$ cat src/rtl/udiv_pkg.sv
// Shared types and constants for the sequential unsigned divider.
// Holds the FSM state encoding and the step-counter width helper.
package udiv_pkg;

    typedef enum logic [1:0] {
        IDLE,
        CALC,
        DONE
    } udiv_state_e;

    localparam int UDIV_WIDTH_DEFAULT = 8;

    function automatic int udiv_cnt_width(input int width);
        return $clog2(width + 1);
    endfunction

endpackage

$ cat src/rtl/udiv_step.sv
// One restoring-division step: shift a dividend bit into the partial
// remainder, trial-subtract the divisor, and keep the difference if no borrow.
module udiv_step
    import udiv_pkg::*;
#(
    parameter int WIDTH = UDIV_WIDTH_DEFAULT
) (
    input  logic [WIDTH-1:0] r,
    input  logic             dbit,
    input  logic [WIDTH-1:0] dvs,
    output logic [WIDTH-1:0] r_next,
    output logic             qbit
);

    logic [WIDTH:0] trial;
    logic [WIDTH:0] diff;

    assign trial = {r, dbit};
    assign diff  = trial - {1'b0, dvs};

    // The top bit of the difference is the borrow; r < dvs keeps it WIDTH+1 bits wide.
    assign qbit   = ~diff[WIDTH];
    assign r_next = qbit ? diff[WIDTH-1:0] : trial[WIDTH-1:0];

endmodule

$ cat src/rtl/udiv_seq.sv
// Sequential unsigned restoring divider, one quotient bit per clock, with
// valid/ready on both sides. Define UDIV_EARLY_ZERO_EN to short-circuit zero divisors.
module udiv_seq
    import udiv_pkg::*;
#(
    parameter int WIDTH = UDIV_WIDTH_DEFAULT
) (
    input  logic             clk,
    input  logic             rst_n,
    input  logic             in_valid,
    output logic             in_ready,
    input  logic [WIDTH-1:0] dividend,
    input  logic [WIDTH-1:0] divisor,
    output logic             out_valid,
    input  logic             out_ready,
    output logic [WIDTH-1:0] quotient,
    output logic [WIDTH-1:0] remainder,
    output logic             div_by_zero
);

    localparam int CW = udiv_cnt_width(WIDTH);

    udiv_state_e      state_q;
    udiv_state_e      state_next;
    logic [WIDTH-1:0] dvs_q;
    logic [WIDTH-1:0] q_q;
    logic [WIDTH-1:0] r_q;
    logic [CW-1:0]    cnt_q;
    logic             dz_q;

    logic [WIDTH-1:0] r_step;
    logic             qbit;
    logic             accept;
    logic             zero_dvs;

    assign accept   = in_valid && (state_q == IDLE);
    assign zero_dvs = (divisor == '0);

    // q_q doubles as the dividend shift register: its MSB feeds the step, quotient bits enter at the LSB.
    udiv_step #(.WIDTH(WIDTH)) u_step (
        .r      (r_q),
        .dbit   (q_q[WIDTH-1]),
        .dvs    (dvs_q),
        .r_next (r_step),
        .qbit   (qbit)
    );

    always_ff @(posedge clk or negedge rst_n) begin
        if (!rst_n) begin
            state_q <= IDLE;
        end else begin
            state_q <= state_next;
        end
    end

    always_comb begin
        state_next = state_q;
        case (state_q)
            IDLE: begin
                if (in_valid) begin
`ifdef UDIV_EARLY_ZERO_EN
                    state_next = zero_dvs ? DONE : CALC;
`else
                    state_next = CALC;
`endif
                end
            end
            CALC: begin
                if (cnt_q == CW'(1)) begin
                    state_next = DONE;
                end
            end
            DONE: begin
                if (out_ready) begin
                    state_next = IDLE;
                end
            end
            default: state_next = IDLE;
        endcase
    end

    always_ff @(posedge clk or negedge rst_n) begin
        if (!rst_n) begin
            dvs_q <= '0;
            q_q   <= '0;
            r_q   <= '0;
            cnt_q <= '0;
            dz_q  <= 1'b0;
        end else if (accept) begin
            dvs_q <= divisor;
            dz_q  <= zero_dvs;
            cnt_q <= CW'(WIDTH);
`ifdef UDIV_EARLY_ZERO_EN
            // Same result the full iteration would produce: every trial succeeds.
            if (zero_dvs) begin
                q_q <= '1;
                r_q <= dividend;
            end else begin
                q_q <= dividend;
                r_q <= '0;
            end
`else
            q_q <= dividend;
            r_q <= '0;
`endif
        end else if (state_q == CALC) begin
            r_q   <= r_step;
            q_q   <= {q_q[WIDTH-2:0], qbit};
            cnt_q <= cnt_q - CW'(1);
        end
    end

    assign in_ready    = (state_q == IDLE);
    assign out_valid   = (state_q == DONE);
    assign quotient    = q_q;
    assign remainder   = r_q;
    assign div_by_zero = dz_q;

endmodule

$ cat config.mk
export PLATFORM = sky130hd
export DESIGN_NAME = udiv_seq
export DESIGN_NICKNAME = d
export VERILOG_FILES = /design/src/rtl/udiv_pkg.sv /design/src/rtl/udiv_step.sv /design/src/rtl/udiv_seq.sv
export SDC_FILE = /design/constraint.sdc
export NUM_CORES = 1
export LEC_CHECK = 0
export CAP_MARGIN = 20
export CORE_UTILIZATION = 50
export CTS_CLUSTER_SIZE = 28
export DETAILED_ROUTE_END_ITERATION = 10
export GPL_TIMING_DRIVEN = 0
export PLACE_DENSITY = 0.79
export SYNTH_ARGS = -nofsm -noshare
export SYNTH_HDL_FRONTEND = slang
export SYNTH_HIERARCHICAL = 1
export SYNTH_SLANG_ARGS = --single-unit
$ cat constraint.sdc
create_clock -name clk -period 2.6 [get_ports clk]
set_input_delay 0.26 -clock clk [delete_from_list [all_inputs] [get_ports clk]]
set_output_delay 0.26 -clock clk [all_outputs]
set_load 0.02 [all_outputs]
==> flow_metrics.env, run 1 <==
export IMPL_power_mw=3.76
export IMPL_postSynthCellCount=181
export IMPL_maxCapViolations=0
export IMPL_syn_mean_instance_area_um2=9.91
export IMPL_port_buffers=38
export IMPL_gp_congestion=0.950
export IMPL_critPathArrivalTime_ns=2.72
export IMPL_ys_flop_type="dfrtp_1"
export IMPL_ys_seq_area_frac=0.432
export IMPL_clock_skew_ns=0.0139
export IMPL_synth_area_um2=1790
export IMPL_layout_min_cycle_time_ns=2.49
export IMPL_synth_seq_cells=31
export IMPL_grtUsageTotal=0.233
export IMPL_status="finished clean"
export IMPL_drc=0
export IMPL_ys_types=36
export IMPL_synth_edf_count=0
export IMPL_hold_violations=0
export IMPL_synth_top_area_frac=0.432
export IMPL_synth_area_leaders="dfrtp_1 (43%), mux2_2 (9.4%), nand2_1 (7.7%)"
export IMPL_antenna_found_initial=0
export IMPL_start_util=0.529
export IMPL_synth_nets=212
export IMPL_yosys_top_cells_count="nand2_1 (37), dfrtp_1 (31), mux2_2 (15)"
export IMPL_grt_pass1_wl_um=6320
export IMPL_fin_util=0.700
export IMPL_power_density_nw_per_um2=1580
export IMPL_fin_nets=261
export IMPL_combPwrFrac=0.664
export IMPL_n_antenna_cell=0
export IMPL_synthSimpleGateAreaFrac=0.153
export IMPL_leakage_nw=1.07
export IMPL_pwr_share_seq=0.248
export IMPL_synth_xor_area_share=0.0397
export IMPL_ios=39
export IMPL_cts_htree_levels=2
export IMPL_use_met3=0.0683
export IMPL_die_area_um2=3830
export IMPL_cts_tree="built"
export IMPL_whs_ns=0.332
export IMPL_max_vdd_ir_drop_uv=704
export IMPL_dieWidth_um=61.9
export IMPL_die_h_um=61.9
export IMPL_rsz0062_at_grt="yes"
export IMPL_async_flop_share=1.00
export IMPL_synth_warnings=6
export IMPL_cts_root_buf="clkbuf_4"
export IMPL_fmax_mhz=401
export IMPL_drt_iter0_markers=89
export IMPL_via_per_inst=5.38
export IMPL_clkLatencyLatePin_ns=0.35
export IMPL_worst_slew_pin_transition_ns=0.732
export IMPL_num_vias=1491
export IMPL_p_sw_mw=1.64
export IMPL_grtUsageMet1=0.296
export IMPL_grt_pass1_vias=1403
export IMPL_clk_pin_slew_ns=0.11
export IMPL_startpoint_type="register"
export IMPL_p_clk_frac=0.088
export IMPL_maxSlewViolCount=0
export IMPL_post_drt_wl_per_cell_um=14.7
export IMPL_intPower_mw=2.12
export IMPL_dp_hpwl_um=2970
export IMPL_yosys_area_top_type="dfrtp_1"
export IMPL_synth_most_common_cell="nand2_1"
export IMPL_switching_share=0.436
export IMPL_grtUsageMet2=0.376
export IMPL_grt_busiest_layer="met2"
export IMPL_synth_compound_area_frac=0.136
export IMPL_worst_setup_path_end_kind="register"
export IMPL_hp_class="in2async"
export IMPL_grt_max_degree=19
export IMPL_grt_ovfl_total=0
export IMPL_core_um2=3390
export IMPL_synth_top_family_by_area="simple AND/OR/NAND/NOR gates"
export IMPL_setup_viol=0
export IMPL_required_ns=2.82
export IMPL_finalWirelength_um=4070
export IMPL_cts_buffers=5
export IMPL_layout_drive_gt1_share=0.173
export IMPL_postRouteAntennaNets=0
export IMPL_crit_fanout=8
export IMPL_drt_pass1_iterations=4
export IMPL_cts_buffer_depth=2
export IMPL_synth_fa_ha_area_frac=0.0809
export IMPL_area_growth_pct=32.1
export IMPL_clock_sinks=31
export IMPL_core_rowCount=21
export IMPL_relSlewSlack=0.511
export IMPL_path_class="reg2reg"
export IMPL_muxShareOfSynthArea=0.112
export IMPL_fin_crit_sh=0.958
## power groups by stage
stage | sequential (mW) | combinational, mW | clock (mW)
global route | 0.970 | 2.73 | 0.363
finish | 0.933 | 2.49 | 0.331
global placement | 0.927 | 2.19 | 0
CTS | 0.934 | 2.38 | 0.341
floorplan | 1.04 | 1.55 | 0
detailed placement | 0.943 | 2.30 | 0
## cell type report
cell class	count	area [µm²]
Buffer	6	35.0
Fill cell	253	1020
Inverter	13	48.8
Tap cell	46	57.6
Clock buffer	8	68.8
Multi-Input combinational cell	131	955
Sequential cell	31	776
Timing Repair Buffer	42	430
## stage by stage
stage / cell area, µm² / instances / setup TNS [ns] / worst slack, ns
floorplan: 1790 / 181 / 0 / 0.123
global placement: 2230 / 265 / 0 / 0.0474
detailed placement: 2260 / 266 / -0.0558 / -0.0326
CTS: 2340 / 275 / 0 / 0.0228
global route: 2370 / 277 / -0.115 / -0.0366
finish: 2370 / 277 / 0 / 0.109
## per-layer routing
layer	vias to the layer above	share of wire	wire, µm
met4	0	0.014	57
li1	721	-	-
met3	7	0.049	199
met1	714	0.43	1730
met5	-	0	0
met2	49	0.51	2080
## cell families after synthesis
family,Yosys count
AOI/OAI and AO/OA,36
xor gates and xnor gates,6
adders and majority gates,11
buffers and inverters,19
DFF,31
muxes,18
and+or+nand+nor,60
## state kept, by name, indices dropped and copies added, names as in the netlist
signal       flops
cnt_q            4
div_by_zero      1
state_q          2
dvs_q            8
remainder        8
quotient         8
## worst max-delay path, stage by stage (launching register included)
cell	delay (ns)
dfrtp_1	0.39
inv_1	0.08
ha_2	0.17
inv_1	0.05
fa_2	0.35
a21o_1	0.20
a21oi_4	0.21
o31ai_4	0.11
xor2_4	0.32
mux2_2	0.37
nand2_1	0.05
o21ai_0	0.08
## placed cells by master, fill, tap and decap left out, drive strengths merged
cell type / netlist / routed
clkbuf: 0 / 8
o31ai: 1 / 1
a21o: 2 / 2
buf: 6 / 10
o21ai: 12 / 12
nand2b: 4 / 4
a22oi: 8 / 8
ha: 10 / 10
nor4: 3 / 3
nand3b: 1 / 1
o21bai: 1 / 1
fa: 1 / 1
nand3: 2 / 2
nor2b: 2 / 2
o21a: 1 / 1
nor3b: 1 / 1
nor2: 7 / 7
a211oi: 1 / 1
nand2: 37 / 37
or4: 1 / 1
mux2i: 2 / 2
xnor2: 2 / 2
nand4b: 1 / 1
dfrtp: 31 / 31
o22ai: 2 / 2
a21oi: 5 / 5
xor2: 4 / 4
or2: 1 / 1
a31oi: 1 / 1
a2111oi: 1 / 1
o2bb2ai: 1 / 1
clkdlybuf4s50: 0 / 38
mux2: 16 / 16
inv: 13 / 13
## worst paths after layout
kind                                  start  cells after the start  slack (ns)      endpoint
worst max-delay path            quotient[7]                     11        0.11  remainder[4]
worst min-delay path                  rst_n                      1        0.33      dvs_q[6]
worst max register to register  quotient[7]                     11        0.11  remainder[4]
worst min register to register     cnt_q[3]                      1        0.49      cnt_q[3]
max in group asynchronous             rst_n                      2        1.72   quotient[2]
min in group clk                   cnt_q[3]                      1        0.49      cnt_q[3]
## timing repair
action | 4_1_cts | 5_1_grt
hold buffers | 0 | 0
setup buffers | 1 | 2
setup endpoints to repair | 7 | 8
pin swaps | 2 | 2
gates resized for setup | 1 | 4
(Power assumes the default switching activity.)
==> inputs of run 2 (changes only) <==
Settings changed: SLEW_MARGIN set to 20.
==> flow_metrics.env, run 2 (same netlist as run 1, synthesis figures left out) <==
export IMPL_maxSlewViolCount=0
export IMPL_gp_congestion=0.950
export IMPL_fin_crit_sh=0.939
export IMPL_clk_pin_slew_ns=0.10
export IMPL_fin_cells=276
export IMPL_relSlewSlack=0.531
export IMPL_cts_tree="built"
export IMPL_status="finished clean"
export IMPL_cts_buffers=5
export IMPL_grt_pass1_wl_um=5870
export IMPL_postRouteAntennaNets=0
export IMPL_dp_hpwl_um=2790
export IMPL_port_buffers=38
export IMPL_post_drt_wl_per_cell_um=13.3
export IMPL_path_class="reg2reg"
export IMPL_p_sw_mw=1.55
export IMPL_maxCapViolations=0
export IMPL_grt_max_degree=32
export IMPL_clock_skew_ns=0.00991
export IMPL_hold_violations=0
export IMPL_dieWidth_um=61.9
export IMPL_cp_num_buf_inv=2
export IMPL_n_antenna_cell=0
export IMPL_timing_final_ws_setup_ns=0.158
export IMPL_leakage_nw=1.05
export IMPL_setup_viol=0
export IMPL_pwr_share_seq=0.258
export IMPL_p_clk_frac=0.090
export IMPL_worst_setup_path_end_kind="register"
export IMPL_dp_slack_ns=-0.0194
export IMPL_whs_ns=0.485
export IMPL_fmax_mhz=410
export IMPL_worst_slew_pin_transition_ns=0.702
export IMPL_grt_pass1_vias=1338
export IMPL_intPower_mw=2.06
export IMPL_grt_ovfl_total=0
export IMPL_clkLatencyLatePin_ns=0.33
export IMPL_switching_share=0.430
export IMPL_cts_root_buf="clkbuf_4"
export IMPL_core_um2=3390
export IMPL_power_mw=3.61
export IMPL_cp_num_cells=11
export IMPL_layout_drive_gt1_share=0.161
export IMPL_critPathSlowestCell="dfrtp_1"
export IMPL_dp_cells=265
export IMPL_clock_sinks=31
export IMPL_rr_worst_depth=11
export IMPL_layout_min_cycle_time_ns=2.44
export IMPL_drt_iter0_markers=61
export IMPL_rsz0062_at_grt="no"
export IMPL_drc=0
export IMPL_start_util=0.529
export IMPL_hp_class="in2async"
export IMPL_max_vdd_ir_drop_uv=650
export IMPL_final_cell_mix="nand2_1 (37), clkdlybuf4s50_1 (37), dfrtp_1 (31), mux2_2 (15), inv_1 (13)"
export IMPL_drt_pass1_iterations=4
export IMPL_crit_chain="inv_1 > ha_1 > inv_1 > fa_2 > a21o_1 > a21oi_4 > o31ai_4 > xor2_4 > mux2_2 > nand2_1 > o21ai_0"
export IMPL_finalWirelength_um=3670
export IMPL_cts_htree_levels=2
export IMPL_critPathTopFamily="compound AO/OA/AOI/OAI gates"
export IMPL_power_density_nw_per_um2=1550
export IMPL_critPathArrivalTime_ns=2.65
export IMPL_crit_fanout=8
export IMPL_cts_buffer_depth=2
export IMPL_combPwrFrac=0.653
export IMPL_via_per_inst=5.25
export IMPL_startpoint_type="register"
export IMPL_timing_critical_path_mode_cell="inv_1"
export IMPL_cpPeakStageDelay_ns=0.41
export IMPL_core_rowCount=21
export IMPL_grtUsageTotal=0.217
export IMPL_required_ns=2.81
export IMPL_fin_nets=260
export IMPL_ios=39
export IMPL_num_vias=1448
export IMPL_die_area_um2=3830
export IMPL_antenna_found_initial=0
export IMPL_area_growth_pct=29.9
export IMPL_die_h_um=61.9
run 2: what timing repair did:
action,CTS,global route
resized for setup,1,1
endpoints found under the hold margin,31,0
pin swaps,1,2
hold buffers,1,0
setup buffers,1,1
setup endpoints to repair,7,8
run 2: path summary, 6_finish.rpt:
| check | slack, ns | to | startpoint |
|---|---|---|---|
| setup / recovery | 0.16 | remainder[4] | quotient[7] |
| hold / removal | 0.49 | dvs_q[7] | rst_n |
| setup reg to reg | 0.16 | remainder[4] | quotient[7] |
| hold reg to reg | 0.49 | cnt_q[3] | cnt_q[3] |
| max in group asynchronous | 1.66 | quotient[2] | rst_n |
| min in group clk | 0.49 | cnt_q[3] | cnt_q[3] |
run 2: power by group through the flow:
| stage | clock network, mW | logic (mW) | registers, mW |
|---|---|---|---|
| floorplan | 0 | 1.55 | 1.04 |
| global placement | 0 | 2.19 | 0.927 |
| detailed placement | 0 | 2.27 | 0.942 |
| CTS | 0.334 | 2.34 | 0.934 |
| global route | 0.359 | 2.61 | 0.968 |
| finish | 0.323 | 2.36 | 0.931 |
run 2: stage by stage:
stage | cell area (µm²) | utilization | TNS, ns
4_1_cts | 2320 | 0.685 | 0
3_5_place_dp | 2230 | 0.657 | -0.0194
6_report | 2330 | 0.688 | 0
2_1_floorplan | 1790 | - | 0
5_1_grt | 2330 | 0.688 | 0
3_3_place_gp | 2230 | 0.659 | 0
run 2: worst register-to-register path, stage by stage, from the launching register on:
cell     delay, ns
dfrtp_1       0.41
inv_1         0.08
ha_1          0.15
inv_1         0.05
fa_2          0.36
a21o_1        0.20
a21oi_4       0.18
o31ai_4       0.11
xor2_4        0.27
mux2_2        0.37
nand2_1       0.05
o21ai_0       0.08
run 2: cell type report:
type,count,area (µm²)
tap,46,57.6
multi-input combinational,131,945
inverter,13,48.8
buffer,6,35.0
fill,259,1060
sequential,31,776
clock buffer,8,68.8
timing repair buffer,41,400
run 2: metal layers:
| metal | share of wire | track usage | vias up | wire length [µm] |
|---|---|---|---|---|
| met5 | 0 | 0 | - | 0 |
| met4 | 0.0079 | 0.0794 | 0 | 29 |
| met3 | 0.046 | 0.0683 | 4 | 170 |
| met2 | 0.51 | 0.363 | 40 | 1880 |
| met1 | 0.43 | 0.266 | 685 | 1600 |
| li1 | - | - | 719 | - |
==> edit 1, RTL diff (config.mk and constraints of run 1) <==
Add a define of `UDIV_EARLY_ZERO_EN`.
--- a/src/rtl/udiv_seq.sv
+++ b/src/rtl/udiv_seq.sv
@@ -1,5 +1,7 @@
 // Sequential unsigned restoring divider, one quotient bit per clock, with
 // valid/ready on both sides. Define UDIV_EARLY_ZERO_EN to short-circuit zero divisors.
+`define UDIV_EARLY_ZERO_EN
+
 module udiv_seq
     import udiv_pkg::*;
 #(
Formal check against the unedited RTL: not equivalent (a bounded check fails within 4 cycles, from zero or initial values and one cycle with rst_n low).
==> edit 1 against run 1 <==
The run now ends with setup timing left; global-route usage down 0.29 points; sequential power up 1%; via count up 6.2%; combinational power up 14%; synthesized cell count down 3.9%; routed wire length up 15%; final area up 9.6%; sequential cell count unchanged; clock power up 24%; maximum frequency down 5.4%; area after synthesis up 7.2%; power up 11%; worst setup slack worse by 140 ps; largest cell class unchanged.
==> edit 1: results (changes against run 1) <==
stage,metric,value,unit,change
global_route,gr usage total,0.231,,was 0.233
sta,Layout Skew,6.32,ps,was 13.9 ps
clock_network,CTS-repair resized insts,2,,was 1
sta,"Setup violations, final",2,,was 0
power,Internal,0.00244,W,was 0.00212 W
synthesis,Synth Area in Compound Gates,0.194,,was 0.136
sta,setup ws final,-33.6,ps,was 109 ps
sta,Slew HR,0.583,,was 0.511
critical_path,depth of the worst register-to-register path,12,,was 11
sta,Fin Setup TNS,-64.0,ps,was 0 ps
finish,Final Non-Filler Cells,274,,was 277
synthesis,XOR/XNOR Fraction of Synth Area,0.0325,,was 0.0397
synthesis,Commonest cells post-synth,"dfrtp_1 (31), inv_1 (21), ha_1 (10), o22ai_1 (10)",,"was nand2_1 (37), dfrtp_1 (31), mux2_2 (15), inv_1 (13), o21ai_0 (12)"
status,failing checks,setup timing,,
global_route,first-pass GRT wire length,7130,um,was 6320 um
synthesis,net count after synthesis,205,,was 212
global_route,largest net degree at the start of global routing,22,,was 19
synthesis,"top cells by area, synth","dfrtp_1 (40%), ha_1 (6.5%), mux2_4 (6.2%)",,"was dfrtp_1 (43%), mux2_2 (9.4%), nand2_1 (7.7%)"
clock_network,Skew-Pair Late Insertion Delay,280,ps,was 350 ps
finish,layout cells sized above 1,0.243,,was 0.173
global_route,vias in the first global route,1504,,"was 1,403"
placed_design,HPWL after DPL,3250,um,was 2970 um
synthesis,Post-Synth Adder-Cell Area,0.0755,,was 0.0809
power,Pwr Density,1610,nW/um^2,was 1580 nW/um^2
sta,Hold Worst Slack,369,ps,was 332 ps
power,Comb group,0.00283,W,was 0.00249 W
status,status,finished with violations,,was finished clean
synthesis,post-synthesis mux area share,0.126,,was 0.112
routing,Total Wirelength,4680,um,was 4070 um
placed_design,post-place setup slack,-109,ps,was -32.6 ps
placed_design,Placed Area,2390,um^2,was 2260 um^2
synthesis,Mapped Cells,174,,was 181
-- edit 1: metal layers --
metal  part of all wire  track usage  vias up  routed length, um
met4             0.0090       0.0682        0                 42
li1                   -            -      736                  -
met2               0.51        0.396       38               2400
met3              0.035       0.0500        5                164
met5                  0            0        -                  0
met1               0.44        0.288      805               2080
-- edit 1: area by class of cell --
| type | instances | area, um^2 |
|---|---|---|
| Timing Repair Buffer | 44 | 458 |
| Buffer | 6 | 58.8 |
| Inverter | 21 | 78.8 |
| Fill cell | 263 | 1060 |
| Tap cell | 48 | 60.1 |
| Sequential cell | 31 | 776 |
| Clock buffer | 8 | 100 |
| Multi-Input combinational cell | 116 | 1070 |
-- edit 1: cells by family after synthesis --
| group | Yosys count |
|---|---|
| fa+ha+maj | 11 |
| simple gates | 27 |
| compound gates | 54 |
| mux | 19 |
| buf+inv | 27 |
| xor+xnor | 5 |
| flops | 31 |
==> edit 2, RTL diff (settings of run 1) <==
Without the edit above. The 3 states of `udiv_state_e` get a one-hot encoding in 3 bits.
--- a/src/rtl/udiv_pkg.sv
+++ b/src/rtl/udiv_pkg.sv
@@ -2,10 +2,10 @@
 // Holds the FSM state encoding and the step-counter width helper.
 package udiv_pkg;
 
-    typedef enum logic [1:0] {
-        IDLE,
-        CALC,
-        DONE
+    typedef enum logic [2:0] {
+        IDLE = 3'b001,
+        CALC = 3'b010,
+        DONE = 3'b100
     } udiv_state_e;
 
     localparam int UDIV_WIDTH_DEFAULT = 8;
Check against the original RTL: same outputs for any inputs over 10 cycles, from zero or initial values and one cycle with rst_n low; not proved beyond that.
==> edit 2 against run 1 <==
Area after synthesis up 4.7%; power down 29%; sequential cell count up 1; sequential power down 9.6%; die area up 4.5%; combinational power down 43%; routed wire length up 1.6%; hold slack better by 34 ps; final area up 4.6%; synthesized cell count down 1.1%; worst setup slack better by 27 ps; global-route usage down 0.28 points; largest cell class unchanged.
==> edit 2: results (changes against run 1) <==
stage,metric,value,unit,change
status,status,finished clean,,unchanged
power,Peak VDD IR,0.739,mV,was 0.704 mV
finish,layout cells sized above 1,0.175,,was 0.173
synthesis,number of synthesized flops with an enable pin,0,,unchanged
placed_design,I/O Buffers,38,,unchanged
synthesis,net count after synthesis,210,,was 212
synthesis,"Seq/Total Area, Yosys",0.427,,was 0.432
synthesis,asr flop ratio synth,1.00,,unchanged
finish,# diodes,0,,unchanged
synthesis,Yosys warnings,6,,unchanged
critical_path,crit path max fanout,4,,was 8
global_route,largest net degree at the start of global routing,22,,was 19
sta,Layout Skew,2.64,ps,was 13.9 ps
clock_network,number of CTS-inserted buffers,5,,unchanged
power,leak pwr,1.12,nW,was 1.07 nW
clock_network,CTS root buf,clkbuf_8,,was clkbuf_4
clock_network,"Clk pin slew, worst setup/hold paths",60,ps,was 110 ps
routing,Vias/cell,5.58,,was 5.38
placed_design,post-place setup slack,-14.0,ps,was -32.6 ps
finish,register area,802,um^2,was 776 um^2
finish,Layout fillers,275,,was 253
synthesis,"top cells by area, synth","dfrtp_1 (41%), mux2_2 (9.0%), ha_1 (6.7%)",,"was dfrtp_1 (43%), mux2_2 (9.4%), nand2_1 (7.7%)"
min_path,HP Class,in2async,,unchanged
placed_design,Placed Area,2340,um^2,was 2260 um^2
placed_design,HPWL after DPL,3070,um,was 2970 um
placed_design,Final Wtd Congestion,0.972,,was 0.950
clock_network,CTS HTree Levels,2,,unchanged
sta,Slew HR,0.578,,was 0.511
global_route,vias in the first global route,1577,,"was 1,403"
routing,Initial DRC Count,74,,was 89
clock_network,worst-case clock buffer depth,2,,unchanged
synthesis,Commonest cells post-synth,"dfrtp_1 (31), nand2_1 (21), a21oi_1 (15), inv_1 (15), mux2_2 (15)",,"was nand2_1 (37), dfrtp_1 (31), mux2_2 (15), inv_1 (13), o21ai_0 (12)"
synthesis,synth unique cells,42,,was 36
clock_network,Skew-Pair Late Insertion Delay,290,ps,was 350 ps
routing,TritonRoute pass-1 iters,4,,unchanged
routing,per-cell routed wire length,15.1,um,was 14.7 um
global_route,first-pass GRT wire length,7140,um,was 6320 um
global_route,gr usage total,0.231,,was 0.233
finish,Nets,259,,was 261
critical_path,crit path kind,reg2reg,,unchanged
global_route,initial antenna violation count,0,,unchanged
[edit 2: cell types whose count changed after synthesis, sizes merged, moves of 3 or more]
cell   change
nor3b      +3
nand2     -16
a21o       +7
a21oi     +11
a22o       +8
a22oi      -8
o21ai      -8
[edit 2: what timing repair did]
action | CTS | global route
resized for setup | 0 | 2
setup buffers | 1 | 1
cloned | 1 | 0
setup endpoints to repair | 7 | 9
pin swaps | 0 | 2
[edit 2: final timing paths]
path | from | end | slack, ps | cells past startpoint
worst max-delay path | quotient[7] | remainder[1] | 140 | 11
worst min register to register | cnt_q[3] | cnt_q[3] | 500 | 1
min in group clk | cnt_q[3] | cnt_q[3] | 500 | 1
max in group asynchronous | rst_n | state_q[0] | 1630 | 2
worst min-delay path | rst_n | dvs_q[3] | 370 | 1
worst max register to register | quotient[7] | remainder[1] | 140 | 11
[edit 2: worst max-delay path: stages (launching register included)]
cell and delay, ps:
dfrtp_1 380, inv_1 70, ha_1 200, inv_1 80
fa_2 220, a21o_1 160, a21oi_4 80, o31ai_4 360
xor2_2 320, mux2_2 370, nand2_1 60, a21oi_1 50
[edit 2: per-layer routing]
metal,vias to the layer above,global-route usage,wire (um)
met5,-,0,0
met4,0,0.0568,60
met3,7,0.0562,214
met2,47,0.378,2040
met1,743,0.306,1820
li1,731,-,-
[edit 2: layout make-up]
cell class | count | share of cell area
plain buffers | 5 | 0.0106
clock buffers | 7 | 0.0388
inverters | 15 | 0.0227
multi-input cells | 128 | 0.411
flip-flops and latches | 32 | 0.323
well taps | 46 | 0.0232
repair buffers | 41 | 0.170
[edit 2: kinds of logic (layout without fill, tap and decap cells)]
family,after synthesis,after routing,share of synthesized area
buffers and inverters,20,68,0.0440
DFF,32,32,0.427
xor gates and xnor gates,5,6,0.0333
muxes,18,18,0.107
and+or+nand+nor,47,47,0.141
AOI/OAI and AO/OA,46,46,0.171
adders and majority gates,11,11,0.0773
[edit 2: power by group]
part / internal, W / switching, W
sequential: 0.000683 / 0.000160
combinational: 0.000695 / 0.000720
clock: 0.000235 / 0.000175
total: 0.00161 / 0.00105
[edit 2: through the flow]
| stage | hold slack, ps | std cells | TNS (ps) |
|---|---|---|---|
| global placement | 471 | 263 | 0 |
| CTS | 374 | 273 | 0 |
| global route | 421 | 274 | -37.6 |
| detailed placement | 487 | 264 | -53.1 |
| floorplan | -35.6 | 179 | 0 |
| finish | 366 | 274 | 0 |
